File: src/rtl/eth_ipv4_pkg.sv
// eth_ipv4_pkg: shared constants, IPv4 field offsets and parser state encoding
package eth_ipv4_pkg;
    localparam logic [15:0] ETHTYPE_IPV4   = 16'h0800;
    localparam logic [15:0] ETHTYPE_VLAN   = 16'h8100;
    localparam logic [15:0] ETH_HDR_BYTES  = 16'd14;
    localparam logic [15:0] VLAN_TAG_BYTES = 16'd4;
    localparam logic [15:0] IP_OFF_VER_IHL = 16'd0;
    localparam logic [15:0] IP_OFF_TOTLEN  = 16'd2;
    localparam logic [15:0] IP_OFF_PROTO   = 16'd9;
    localparam logic [15:0] IP_OFF_SRC     = 16'd12;
    localparam logic [15:0] IP_OFF_DST     = 16'd16;
    localparam logic [47:0] MAC_BCAST      = 48'hffff_ffff_ffff;
    typedef enum logic [2:0] {S_ETH, S_IP, S_PAYLOAD, S_TRAIL, S_META, S_DROP} parser_state_e;
endpackage

File: src/rtl/ipv4_csum_acc.sv
// ipv4_csum_acc: byte-serial ones-complement accumulator for the IPv4 header checksum
// clear resets the sum; byte_valid/data feed header bytes, high byte of each word first.
// csum_ok is combinational and includes the byte currently presented, so it is meaningful
// while the final (low) header byte is on data.
module ipv4_csum_acc (
    input  logic       clk,
    input  logic       rst,
    input  logic       clear,
    input  logic       byte_valid,
    input  logic [7:0] data,
    output logic       csum_ok
);
    logic [15:0] sum;
    logic [7:0]  hi;
    logic        odd;
    logic [16:0] raw;
    logic [15:0] folded;
    assign raw     = {1'b0, sum} + {1'b0, hi, data};
    assign folded  = raw[15:0] + {15'd0, raw[16]};
    assign csum_ok = folded == 16'hffff;
    always_ff @(posedge clk or posedge rst) begin
        if (rst) begin
            sum <= '0;
            hi  <= '0;
            odd <= 1'b0;
        end else if (clear) begin
            sum <= '0;
            hi  <= '0;
            odd <= 1'b0;
        end else if (byte_valid) begin
            if (odd) sum <= folded;
            else hi <= data;
            odd <= !odd;
        end
    end
endmodule

File: src/rtl/ethernet_ipv4_parser.sv
// ethernet_ipv4_parser: Ethernet II / optional 802.1Q / IPv4 header parser with payload forwarding
// s_axis_*: frame bytes in (dst MAC first, FCS last); m_axis_*: IPv4 payload bytes out.
// meta_*: per-frame summary held until meta_ready; cfg_local_mac: station MAC for filtering.
// stat_rx_frames / stat_drop_frames: saturating accepted / dropped frame counters.
module ethernet_ipv4_parser
    import eth_ipv4_pkg::*;
#(
    parameter int DATA_WIDTH    = 8,
    parameter int VLAN_EN       = 1,
    parameter int CHECK_CSUM    = 1,
    parameter int MAC_FILTER_EN = 1,
    parameter int CNT_WIDTH     = 16
) (
    input  logic                  clk,
    input  logic                  rst,
    input  logic [DATA_WIDTH-1:0] s_axis_tdata,
    input  logic                  s_axis_tvalid,
    output logic                  s_axis_tready,
    input  logic                  s_axis_tlast,
    output logic [DATA_WIDTH-1:0] m_axis_tdata,
    output logic                  m_axis_tvalid,
    input  logic                  m_axis_tready,
    output logic                  m_axis_tlast,
    output logic                  meta_valid,
    input  logic                  meta_ready,
    output logic [47:0]           meta_dst_mac,
    output logic [47:0]           meta_src_mac,
    output logic                  meta_vlan_present,
    output logic [11:0]           meta_vlan_id,
    output logic [31:0]           meta_src_ip,
    output logic [31:0]           meta_dst_ip,
    output logic [7:0]            meta_protocol,
    output logic [15:0]           meta_payload_len,
    output logic                  meta_truncated,
    input  logic [47:0]           cfg_local_mac,
    output logic [CNT_WIDTH-1:0]  stat_rx_frames,
    output logic [CNT_WIDTH-1:0]  stat_drop_frames
);
    parser_state_e state, state_n;
    logic        acc, last_ip, bad, mac_ok, drop_evt, csum_ok;
    logic [15:0] off, hdr_len, ip_idx, ip_len, ihl4, plen, rem, total_len, etype;
    logic [7:0]  prev, ver_ihl;
    assign s_axis_tready = state == S_META ? 1'b0 : state == S_PAYLOAD ? (!m_axis_tvalid || m_axis_tready) : 1'b1;
    assign acc        = s_axis_tvalid && s_axis_tready;
    // meta waits until the final payload beat has left the output register
    assign meta_valid = state == S_META && !m_axis_tvalid;
    assign hdr_len    = meta_vlan_present ? ETH_HDR_BYTES + VLAN_TAG_BYTES : ETH_HDR_BYTES;
    assign ip_idx     = off - hdr_len;
    assign ihl4       = {10'd0, ver_ihl[3:0], 2'b00};
    // an illegal IHL still consumes a minimum header so the drop decision has a fixed point
    assign ip_len     = ver_ihl[3:0] < 4'd5 ? 16'd20 : ihl4;
    assign last_ip    = ip_idx == ip_len - 16'd1;
    assign plen       = total_len - ihl4;
    assign etype      = {prev, s_axis_tdata};
    assign mac_ok     = MAC_FILTER_EN == 0 || meta_dst_mac == cfg_local_mac || meta_dst_mac == MAC_BCAST;
    assign bad        = ver_ihl[7:4] != 4'd4 || ver_ihl[3:0] < 4'd5 || total_len < ihl4 ||
                        (CHECK_CSUM != 0 && !csum_ok) || !mac_ok;
    ipv4_csum_acc u_csum (
        .clk        (clk),
        .rst        (rst),
        .clear      (state == S_ETH),
        .byte_valid (acc && state == S_IP),
        .data       (s_axis_tdata),
        .csum_ok    (csum_ok)
    );
    always_comb begin
        state_n  = state;
        drop_evt = 1'b0;
        case (state)
            S_ETH: if (acc) begin
                if (s_axis_tlast) drop_evt = 1'b1;
                else if (off == hdr_len - 16'd1) begin
                    if (etype == ETHTYPE_IPV4) state_n = S_IP;
                    else if (!(etype == ETHTYPE_VLAN && VLAN_EN != 0 && !meta_vlan_present)) begin
                        state_n  = S_DROP;
                        drop_evt = 1'b1;
                    end
                end
            end
            S_IP: if (acc) begin
                if (s_axis_tlast) begin
                    state_n  = S_ETH;
                    drop_evt = 1'b1;
                end else if (last_ip) begin
                    state_n  = bad ? S_DROP : plen == 16'd0 ? S_TRAIL : S_PAYLOAD;
                    drop_evt = bad;
                end
            end
            S_PAYLOAD: if (acc) state_n = s_axis_tlast ? S_META : rem == 16'd1 ? S_TRAIL : S_PAYLOAD;
            S_TRAIL:   if (acc && s_axis_tlast) state_n = S_META;
            S_META:    if (meta_valid && meta_ready) state_n = S_ETH;
            S_DROP:    if (acc && s_axis_tlast) state_n = S_ETH;
            default:   state_n = S_ETH;
        endcase
    end
    always_ff @(posedge clk or posedge rst) begin
        if (rst) begin
            state             <= S_ETH;
            off               <= '0;
            prev              <= '0;
            ver_ihl           <= '0;
            total_len         <= '0;
            rem               <= '0;
            m_axis_tdata      <= '0;
            m_axis_tvalid     <= 1'b0;
            m_axis_tlast      <= 1'b0;
            meta_dst_mac      <= '0;
            meta_src_mac      <= '0;
            meta_vlan_present <= 1'b0;
            meta_vlan_id      <= '0;
            meta_src_ip       <= '0;
            meta_dst_ip       <= '0;
            meta_protocol     <= '0;
            meta_payload_len  <= '0;
            meta_truncated    <= 1'b0;
            stat_rx_frames    <= '0;
            stat_drop_frames  <= '0;
        end else begin
            state <= state_n;
            if (acc) begin
                off  <= s_axis_tlast ? 16'd0 : off + 16'd1;
                prev <= s_axis_tdata;
            end
            if (acc && state == S_ETH) begin
                if (off == 16'd0) begin
                    meta_vlan_present <= 1'b0;
                    meta_vlan_id      <= '0;
                    meta_truncated    <= 1'b0;
                end
                if (off < 16'd6) meta_dst_mac <= {meta_dst_mac[39:0], s_axis_tdata};
                else if (off < 16'd12) meta_src_mac <= {meta_src_mac[39:0], s_axis_tdata};
                if (off == 16'd13 && etype == ETHTYPE_VLAN && VLAN_EN != 0) meta_vlan_present <= 1'b1;
                if (off == 16'd15 && meta_vlan_present) meta_vlan_id <= {prev[3:0], s_axis_tdata};
            end
            if (acc && state == S_IP) begin
                if (ip_idx == IP_OFF_VER_IHL) ver_ihl <= s_axis_tdata;
                if (ip_idx == IP_OFF_TOTLEN || ip_idx == IP_OFF_TOTLEN + 16'd1) total_len <= {total_len[7:0], s_axis_tdata};
                if (ip_idx == IP_OFF_PROTO) meta_protocol <= s_axis_tdata;
                if (ip_idx >= IP_OFF_SRC && ip_idx < IP_OFF_DST) meta_src_ip <= {meta_src_ip[23:0], s_axis_tdata};
                if (ip_idx >= IP_OFF_DST && ip_idx < IP_OFF_DST + 16'd4) meta_dst_ip <= {meta_dst_ip[23:0], s_axis_tdata};
                if (last_ip) begin
                    meta_payload_len <= plen;
                    rem              <= plen;
                end
            end
            if (acc && state == S_PAYLOAD) begin
                m_axis_tdata  <= s_axis_tdata;
                m_axis_tvalid <= 1'b1;
                m_axis_tlast  <= s_axis_tlast || rem == 16'd1;
                rem           <= rem - 16'd1;
                if (s_axis_tlast && rem != 16'd1) meta_truncated <= 1'b1;
            end else if (m_axis_tready) m_axis_tvalid <= 1'b0;
            if (drop_evt && stat_drop_frames != '1) stat_drop_frames <= stat_drop_frames + 1'b1;
            if (meta_valid && meta_ready && stat_rx_frames != '1) stat_rx_frames <= stat_rx_frames + 1'b1;
        end
    end
endmodule

File: config.mk
export PLATFORM = sky130hd
export DESIGN_NAME = ethernet_ipv4_parser
export DESIGN_NICKNAME = d
export VERILOG_FILES = /design/src/rtl/eth_ipv4_pkg.sv /design/src/rtl/ipv4_csum_acc.sv /design/src/rtl/ethernet_ipv4_parser.sv
export SDC_FILE = /design/constraint.sdc
export NUM_CORES = 1
export LEC_CHECK = 0
export ABC_AREA = 1
export CAP_MARGIN = 30
export CORE_UTILIZATION = 45
export CTS_CLUSTER_DIAMETER = 80
export DETAILED_ROUTE_END_ITERATION = 16
export DONT_BUFFER_PORTS = 1
export REMOVE_ABC_BUFFERS = 1
export SLEW_MARGIN = 10
export SYNTH_ARGS = -nofsm -noshare
export SYNTH_HDL_FRONTEND = slang
export SYNTH_HIERARCHICAL = 1
export SYNTH_SLANG_ARGS = --single-unit
File: constraint.sdc
create_clock -name clk -period 14.9 [get_ports clk]
set_clock_uncertainty 0.1 [all_clocks]
set_input_delay 2.235 -clock clk [delete_from_list [all_inputs] [get_ports clk]]
set_output_delay 2.235 -clock clk [all_outputs]
set_load 0.05 [all_outputs]
* Yosys cells after proc, flatten, opt, wreduce, memory -nomap -nowiden
Cells that the tools add are included.
Word-level totals: bits in registers 332, output and inout bits 242, input port bits 62, word-level logic and storage cells 180
Cells by class: bitwise operators 1, muxes and demuxes 52, equality and inequality tests 33, add/subtract/negate cells 10, order comparisons 8, reduce and logical (&&, ||, !) cells 53
Operator list (count):
- $mux W16 | 7
- $add A16 B1 Y16 const B | 3
- $eq A16 B4 Y1 const B | 3
- $eq A48 B48 Y1 | 1
- $eq A48 B48 Y1 const B | 1
- $logic_not A16 Y1 | 3
- $mux W3 | 14
- $eq A16 B16 Y1 | 2
- $eq A16 B16 Y1 const B | 2
- $eq A16 B2 Y1 const B | 2
- $lt A16 B5 Y1 const B | 2
- $ne A16 B16 Y1 const B | 2
- $mux W12 | 2
- $mux W8 | 3
- $reduce_and A2 Y1 | 12
- $mux W1 | 22
- $pmux W3 S6 | 1
- $add A16 B16 Y17 | 1
- $add A16 B1 Y16 | 1
- $eq A16 B1 Y1 const B | 1
- $eq A16 B12 Y1 const B | 1
- $ge A16 B4 Y1 const B | 1
- $ge A16 B5 Y1 const B | 1
- $lt A16 B3 Y1 const B | 1
- other kinds (27) | 68

* Logic depth before layout (Yosys ltp)
Gate-level depths: netlist of the first run.
depth in word-level cells 11, depth in mapped cells 38, mapped depth without buffers 37

* Cells and area by module
The synthesis of the first run kept the hierarchy.
Modules (own cells, without submodules):
- ethernet_ipv4_parser | times used 1, area an instance 15124.5 sq um, seq. area each 7682.4 sq um, cells an instance 1751
- ipv4_csum_acc | times used 1, area an instance 2615.0 sq um, seq. area each 625.6 sq um, cells an instance 430

* Worst setup path after synthesis of the first run
OpenSTA, ideal clock, no wires.
path type input-to-reg, start point in s_axis_tdata[0], end point reg stat_drop_frames[0], path slack 8.604 ns, required time 14.680 ns, library setup time 0.120 ns, arrival time 6.076 ns, stages on the path 33, path buffers 1, cells stage by stage ha_1 inv_1 fa_1 inv_1 nand3_1 nand2_2 nand3_1 nand3_1 nand2_1 nand2_1 a21oi_1 o21bai_1 ha_1 ha_1 inv_1 nor2_1 nand3_1 nor2_1 nand2_1 nor2_1 nand3_1 xor2_1 nand2_1 nor2_1 nand2_1 or4_1 nor2_1 nand3_1 nand3_2 nand2_4 buf_4 nand3_1 nand2_1
On the way: word-level cells in the longest chain between the ends 11, elaborated cells on any way between the ends 19, those cells by class add/sub: 2; eq/ne: 3; mux: 9; reduce/logical: 5
Ends and longest elaborated chain:
- start: declaration | RTL line ethernet_ipv4_parser.sv:16 | input logic [DATA_WIDTH-1:0] s_axis_tdata,
- $add A16 B16 Y17 | RTL line ipv4_csum_acc.sv:18 | assign raw = {1'b0, sum} + {1'b0, hi, data};
- $add A16 B1 Y16 | RTL line ipv4_csum_acc.sv:19 | assign folded = raw[15:0] + {15'd0, raw[16]};
- $eq A16 B16 Y1 | RTL line ipv4_csum_acc.sv:20 | assign csum_ok = folded == 16'hffff;
- named net csum_ok | RTL line ethernet_ipv4_parser.sv:40 | logic acc, last_ip, bad, mac_ok, drop_evt, csum_ok;
- $logic_not A1 Y1 | RTL line ethernet_ipv4_parser.sv:57 | (CHECK_CSUM != 0 && !csum_ok) || !mac_ok;
- $logic_or A1 B1 Y1 | RTL line ethernet_ipv4_parser.sv:56 | assign bad = ver_ihl[7:4] != 4'd4 || ver_ihl[3:0] < 4'd5 || total_len < ihl4 ||
- $logic_or A1 B1 Y1 | RTL line ethernet_ipv4_parser.sv:57
- $mux W1 | RTL line ethernet_ipv4_parser.sv:84 | end else if (last_ip) begin
- $mux W1 | RTL line ethernet_ipv4_parser.sv:81 | if (s_axis_tlast) begin
- $mux W1 | RTL line ethernet_ipv4_parser.sv:80 | S_IP: if (acc) begin
- $pmux W1 S2 | RTL line ethernet_ipv4_parser.sv:69 | case (state)
- $logic_and A1 B1 Y1 | RTL line ethernet_ipv4_parser.sv:153 | if (drop_evt && stat_drop_frames != '1) stat_drop_frames <= stat_drop_frames + 1'b1;
- end signal: assignment | RTL line ethernet_ipv4_parser.sv:153
- end: declaration | RTL line ethernet_ipv4_parser.sv:37 | output logic [CNT_WIDTH-1:0] stat_drop_frames
The timed path passes the listed nets, and every way through them passes these cells. A chain may end at the register's enable or synchronous reset.

* Worst setup path after layout of the first run
start point in s_axis_tdata[0], end point reg stat_drop_frames[8]
The elaborated chain is that of the path after synthesis.

==> out/qor.txt, run 1 <==
number of synthesis warnings: 6
nature of the critical path endpoint: flip-flop
Worst setup SP type: input port
R2R cell count: 33
Synth Register Bits: 332
Core Box Area: 0.0387 mm^2
period utilization: 44.5%
sw frac: 41.1%
combinational share of power: 17.0%
number of flops mapped to enable cells by yosys: 0
Layout Cells excl Fill: 2723
status: completed
Mapped Area: 0.0177 mm^2
Netlist cell types: 54
# rows: 72
initial drt markers: 989
Internal Pwr Total: 1.70 mW
global-route wire length before repair: 79700 um
I/O pin cnt: 304
CTS tree: yes
fraction of layout cells with a size suffix above 1: 9.21%
Final min period: 6.63 ns
CTS Buf Count: 37
Initial Utilization: 45.8%
Req. time, crit path: 15.29 ns
final setup TNS: 0 ns
Clock Power Share: 31.5%
chip height: 201 um
worst setup path start: s_axis_tdata[0]
postcts setup bufs: 0
Peak VDD IR: 0.0818 mV
Lkg Pwr: 9.65 nW
initial antenna violation count: 0
CP arrival: 7.02 ns
Max Cap Viol: 0
Avg Synthesized Cell Area: 8.13 um^2
Hold Crit Class: flip-flop to flip-flop
Seq/Total Area, Yosys: 46.8%
number of global-route vias before repair: 14000
post-CTS sizing: 0
H-tree Lvls: 2
DRC viols: 0
Core Util, Final: 50.2%
Antenna Violating Nets Remaining: 0
Mapped Cells: 2181
Post-synth top flop: dfrtp_1
Sequential Power Share: 51.6%
Synth area leaders: dfrtp_1 (47%), nand2_1 (11%), inv_1 (5.8%), nor2_1 (4.5%), nand3_1 (4.4%)
routed length per placed instance: 18.4 um
clock sinks: 332
fillcell total: 3710
drt first pass iters: 7
Die Footprint: 0.0402 mm^2
slowest CP cell: fa_1
r2r setup slk: 9.54 ns
Fin Hold WS: 0.391 ns
CP most frequent cell: nand2_1
Die X-Extent: 201 um
WS Path Type: input port to flip-flop
RSZ-0062 raised after global routing: false
post-synth top area cell: dfrtp_1
Final setup viols: 0
drt via density: 5.25
relative slew slack: 37.8%
diode count: 0
FF-to-FF End: stat_drop_frames[8]
overall power: 2.89 mW
CTS Buffer Depth: 3
WL final: 50000 um
ys async rst share: 100%
power per standard cell area: 149 mW/mm^2
Root Buffer: clkbuf_16
clk slew on worst S/H paths: 0.06 ns
vias: 14300
# placed instances: 2654
GP Congestion: 0.928
largest net degree at the start of global routing: 120
Worst Tran Pin Value: 0.932 ns
Critical Path Sink: stat_drop_frames[8]
FMAX: 0.151 GHz
PortBufs: 0
Worst Path Max Fanout: 17
Nets: 2275
Psw: 1.19 mW
CP max stage delay: 0.40 ns
FF-to-FF Start: u_csum/sum[0]
final slew viol count: 0
# hold bufs at CTS: 0
Total GRT Usage: 25.1%
clk_lat worst skew: 0.57 ns
HPWL Detailed: 37100 um
grt ovf: 0
Hold Fails Final Rpt: 0
share of the synthesized area in the top cell type: 46.8%
area grow syn2layout: 9.63%
[registers in the layout (all words and copies together) (netlist names), 3 cells and up]
register          cells
prev                  8
meta_src_mac         48
meta_dst_ip          32
state                 3
meta_vlan_id         12
stat_rx_frames       16
stat_drop_frames     16
u_csum/sum           16
m_axis_tdata          8
meta_payload_len     16
meta_protocol         8
rem                  16
meta_dst_mac         48
u_csum/hi             8
total_len            16
off                  16
ver_ihl               8
meta_src_ip          32
[cells by family (layout without fill, tap and decap cells)]
family	Yosys count	count (layout)	synth area share [%]
and+or+nand+nor	1048	1048	26.4
buffers and inverters	346	370	7.85
DFF	332	332	46.8
AOI/OAI and AO/OA	277	277	8.16
xor gates and xnor gates	97	97	4.79
muxes	44	44	3.22
adders and majority gates	37	37	2.74
[Yosys cell counts, drive strengths merged, types with 2 or more instances]
library cell	count
nand2	546
dfrtp	332
inv	291
nor2	231
nand3	168
o21ai	156
a21oi	106
xnor2	57
mux2	44
xor2	40
buf	38
nor3	38
nand4	36
ha	34
clkbuf	16
nor4	12
nand3b	5
nor3b	5
fa	3
o211ai	3
or2	3
a31oi	2
and2	2
o21bai	2
[power by group through the flow]
stage	logic (mW)	clock network [mW]	registers (mW)
after floorplan	0.377	0	1.43
after global placement	0.477	0	1.51
after detailed placement	0.489	0	1.51
after CTS	0.493	0.933	1.49
after global routing	0.557	0.970	1.51
final	0.490	0.910	1.49
[metrics by stage]
| stage | setup slack [ns] | area, um^2 |
|---|---|---|
| 6_report | 8.27 | 19400 |
| 5_1_grt | 7.73 | 19400 |
| 4_1_cts | 8.34 | 19400 |
| 3_5_place_dp | 7.77 | 18200 |
| 3_3_place_gp | 7.90 | 18200 |
| 2_1_floorplan | 4.08 | 17400 |
[layout make-up]
class                           count  area, um^2  area share, %
Sequential cell                   332        8310           42.7
Clock buffer                       54        1080           5.55
Multi-Input combinational cell   1503        8050           41.4
Timing Repair Buffer               10         125          0.643
Clock inverter                     14         131          0.676
Tap cell                          518         648           3.33
Inverter                          292        1100           5.67
[critical path: cells and delay by family]
family | cells | cell delay, ns
XOR/XNOR | 1 | 0.19
adder cells (fa/ha/maj) | 4 | 1.00
buffers and inverters | 3 | 0.24
AO/OA/AOI/OAI | 2 | 0.20
AND/OR/NAND/NOR | 23 | 3.14
[placed cells by master, fill, tap and decap left out, types with 8 or more instances in the layout]
cell       synthesis  final
nand2_1          518    518
dfrtp_1          332    332
inv_1            276    275
nor2_1           214    214
nand3_1          155    154
o21ai_0          115    114
a21oi_1          106    106
xnor2_1           57     57
xor2_1            40     40
o21ai_1           38     39
clkbuf_16          0     37
nand4_1           35     35
ha_1              34     34
nor3_1            32     32
nand2_2           25     25
mux2_4            20     20
mux2_2            20     20
inv_2             15     15
nand3_2           12     12
nor4_1            11     11
nor2_4            10     10
clkbuf_8           0      9
clkbuf_1          16      8
[how the worst min path moves through the flow]
stage                       to       start  depth (start not counted)  slack, ns
floorplan           ver_ihl[4]  ver_ihl[4]                          2       0.35
global placement       prev[5]     prev[5]                          2       0.37
detailed placement     prev[5]     prev[5]                          2       0.37
CTS                 ver_ihl[7]  ver_ihl[7]                          2       0.39
global route           prev[6]     prev[6]                          2       0.41
finish              ver_ihl[7]  ver_ihl[7]                          2       0.39
[layer usage]
layer  vias to the layer above  wire [um]  track usage [%]  share of wire [%]
li1                       6994          -                -                  -
met1                      6802      21000             31.3                 42
met2                       417      24200             42.6                 48
met3                        95       2950             5.28                5.9
met4                         0       1820             9.81                3.6
met5                         -          0                0                  0
No activity file was read; power rests on OpenSTA's default activity.
==> run 2, diff against run 1 <==
- ABC_AREA: 1 -> 0
- clock period: 14.9 -> 5.31 ns (I/O delays scaled with it)
==> out/qor.txt, run 2 <==
status: complete, but fails checks
failing checks: negative setup slack
Mapped Area: 0.0163 mm^2 (-8.4%)
Layout Cells excl Fill: 1964 (-28%)
sw frac: 42.0% (+0.86 points)
ys async rst share: 100% (unchanged)
CTS Buffer Depth: 3 (unchanged)
combinational share of power: 18.9% (+1.9 points)
Hold Crit Class: input port to async pin
Peak VDD IR: 0.399 mV (+390%)
drt via density: 5.76 (+9.7%)
diode count: 0 (unchanged)
Core Box Area: 0.0356 mm^2 (-8.2%)
initial drt markers: 601 (-39%)
WL final: 42300 um (-16%)
Synth top cells by count: dfrtp_1 (332), mux2_2 (207), nand2_1 (121), xor2_1 (93), nor2_1 (64)
initial antenna violation count: 1 (+1)
Clock Power Share: 29.0% (-2.5 points)
WS Path Type: flip-flop to flip-flop
Final setup viols: 19 (+19)
Antenna Violating Nets Remaining: 0 (unchanged)
Sequential Power Share: 52.1% (+0.5 points)
HPWL Detailed: 29900 um (-20%)
drt first pass iters: 4 (-3)
most frequent cells in the layout: dfrtp_1 (332), mux2_2 (206), nand2_1 (121), xor2_1 (93), buf_4 (75)
Netlist cell types: 80 (+48%)
Die Footprint: 0.0369 mm^2 (-8.3%)
Seq/Total Area, Yosys: 51.1% (+4.3 points)
share of the synthesized area in the top cell type: 51.1% (+4.3 points)
Top delay family on crit path: compound AO/OA/AOI/OAI gates
worst setup margin: -0.479 ns (-8.75 ns)
vias: 11300 (-21%)
most common cell in the netlist: dfrtp_1
Root Buffer: clkbuf_16
number of flops mapped to enable cells by yosys: 0 (unchanged)
Req. time, crit path: 5.61 ns (-9.68 ns)
clk slew on worst S/H paths: 0.06 ns (about the same)
Initial Utilization: 45.7% (-0.10 points)
global-route wire length before repair: 64500 um (-19%)
Nets: 1576 (-31%)
clk_lat worst skew: 0.55 ns (-0.02 ns)
Max Cap Viol: 0 (unchanged)
Final min period: 5.79 ns
number of synthesis warnings: 6 (unchanged)
r2r setup slk: -0.48 ns (-10.02 ns)
number of global-route vias before repair: 11000 (-22%)
worst path buffer plus inverter count: 4 (+1)
area grow syn2layout: 15.4%
final setup TNS: -8.06 ns (-8.06 ns)
largest net degree at the start of global routing: 124 (+3.3%)
fin area: 0.0188 mm^2 (-3.6%)
Total GRT Usage: 22.7% (-2.4 points)
Worst Tran Pin Value: 0.885 ns (-0.0473 ns)
Lkg Pwr: 8.82 nW (-8.6%)
pre-CTS setup slack: -1.22 ns (-8.99 ns)
RSZ-0062 raised after global routing: true
slowest CP cell: a2111o_1
CTS tree: yes
power per standard cell area: 515 mW/mm^2 (+250%)
biggest regs: meta_dst_mac (48), meta_src_mac (48)
# hold bufs at CTS: 0 (unchanged)
clock sinks: 332 (unchanged)
fraction of layout cells with a size suffix above 1: 27.5% (+18 points)
# rows: 69 (-4.2%)
DRC viols: 0 (unchanged)
fillcell total: 3116 (-16%)
relative slew slack: 40.7% (+2.8 points)
grt ovf: 0 (unchanged)
CP max stage delay: 0.45 ns (+0.05 ns)
Worst Path Max Fanout: 6 (-11)
Psw: 4.05 mW (+240%)
commonest non-fill, non-tap cell in the layout: dfrtp_1
routed length per placed instance: 21.5 um (+17%)
R2R cell count: 29 (-12%)
FMAX: 0.173 GHz
post-synth top area cell: dfrtp_1
final slew viol count: 0 (unchanged)
nature of the critical path endpoint: flip-flop
Synth Register Bits: 332 (unchanged)
chip height: 192 um (-4.2%)
Die X-Extent: 192 um (-4.2%)
Internal Pwr Total: 5.60 mW (+230%)
Synth area leaders: dfrtp_1 (51%), mux2_2 (14%), xor2_1 (5.0%), nand2_1 (2.8%), ha_1 (2.6%)
Hold Fails Final Rpt: 0 (unchanged)
period utilization: 109%
GP Congestion: 0.865 (-6.8%)
Worst setup SP type: flip-flop
H-tree Lvls: 2 (unchanged)
overall power: 9.65 mW (+230%)
FF-to-FF Start: u_csum/sum[0]
Avg Synthesized Cell Area: 11.5 um^2 (+41%)
Core Util, Final: 52.7% (+2.5 points)
I/O pin cnt: 304 (unchanged)
Post-synth top flop: dfrtp_1
CTS Buf Count: 39 (+5.4%)
placed cell area: 0.0171 mm^2 (-6.0%)
Fin Hold WS: 0.0954 ns (-0.295 ns)
# placed instances: 1885 (-29%)
PortBufs: 0 (unchanged)
FF-to-FF End: stat_drop_frames[2]
Mapped Cells: 1416 (-35%)
CP arrival: 6.08 ns (-0.94 ns)
[run 2: cell types whose count changed after synthesis, sizes merged, moves of 50 or more]
cell	before	now
nand2	546	121
inv	291	34
nor2	231	64
mux2	44	207
nand3	168	44
o21ai	156	43
xor2	40	93
a21oi	106	56
[run 2: kinds of logic (layout without fill, tap and decap cells)]
logic type,Yosys count,count (layout),synth area share (%)
buffers and inverters,97,184,2.65
and+or+nand+nor,418,418,13.3
adders and majority gates,37,37,2.99
muxes,208,208,14.4
DFF,332,332,51.1
AOI/OAI and AO/OA,185,185,7.62
xor gates and xnor gates,139,139,7.88
[run 2: layer usage]
metal	track usage (%)	up-vias	routed length, um	share of wire [%]
met4	8.03	0	1060	2.5
met1	30.4	5739	18600	44
met5	0	-	0	0
met2	35.5	321	19700	46
met3	5.96	61	2990	7.1
li1	-	5196	-	-
[run 2: worst max-delay path by stage]
stage                    startpoint                   to  cells past startpoint
finish                u_csum/sum[0]  stat_drop_frames[2]                     29
CTS                   u_csum/sum[0]  stat_drop_frames[8]                     29
floorplan                       rst      m_axis_tdata[0]                      1
global placement    s_axis_tdata[0]  stat_drop_frames[8]                     28
detailed placement  s_axis_tdata[0]  stat_drop_frames[8]                     28
global route          u_csum/sum[0]  stat_drop_frames[2]                     29
[run 2: cell type report]
| type | count | area [um^2] | share of cell area (%) |
|---|---|---|---|
| Inverter | 34 | 135 | 0.721 |
| Tap cell | 461 | 577 | 3.08 |
| Timing Repair Buffer | 83 | 666 | 3.55 |
| Sequential cell | 332 | 8310 | 44.3 |
| Clock buffer | 51 | 1110 | 5.94 |
| Multi-Input combinational cell | 987 | 7720 | 41.2 |
| Clock inverter | 16 | 233 | 1.24 |
[run 2: worst reg2reg max path, delay by kind of cell (launching register included)]
kind	cells	cell delay, ns
flops	1	0.35
buf+inv	4	0.58
simple gates	9	1.69
xor+xnor	1	0.06
fa+ha+maj	4	0.81
compound gates	11	2.03
[run 2: power groups by stage]
stage / Clock (mW) / Sequential [mW] / Combinational, mW
final: 2.79 / 5.03 / 1.82
after global routing: 2.95 / 5.13 / 2.03
after CTS: 2.86 / 5.03 / 1.81
after detailed placement: 0 / 5.09 / 1.78
after global placement: 0 / 5.08 / 1.74
after floorplan: 0 / 4.79 / 1.39
[run 2: timing repair]
item | in CTS | in global routing
buffers inserted | 6 | 6
gates resized for setup | 35 | 10
setup endpoints to repair | 19 | 19
pin swaps | 27 | 21
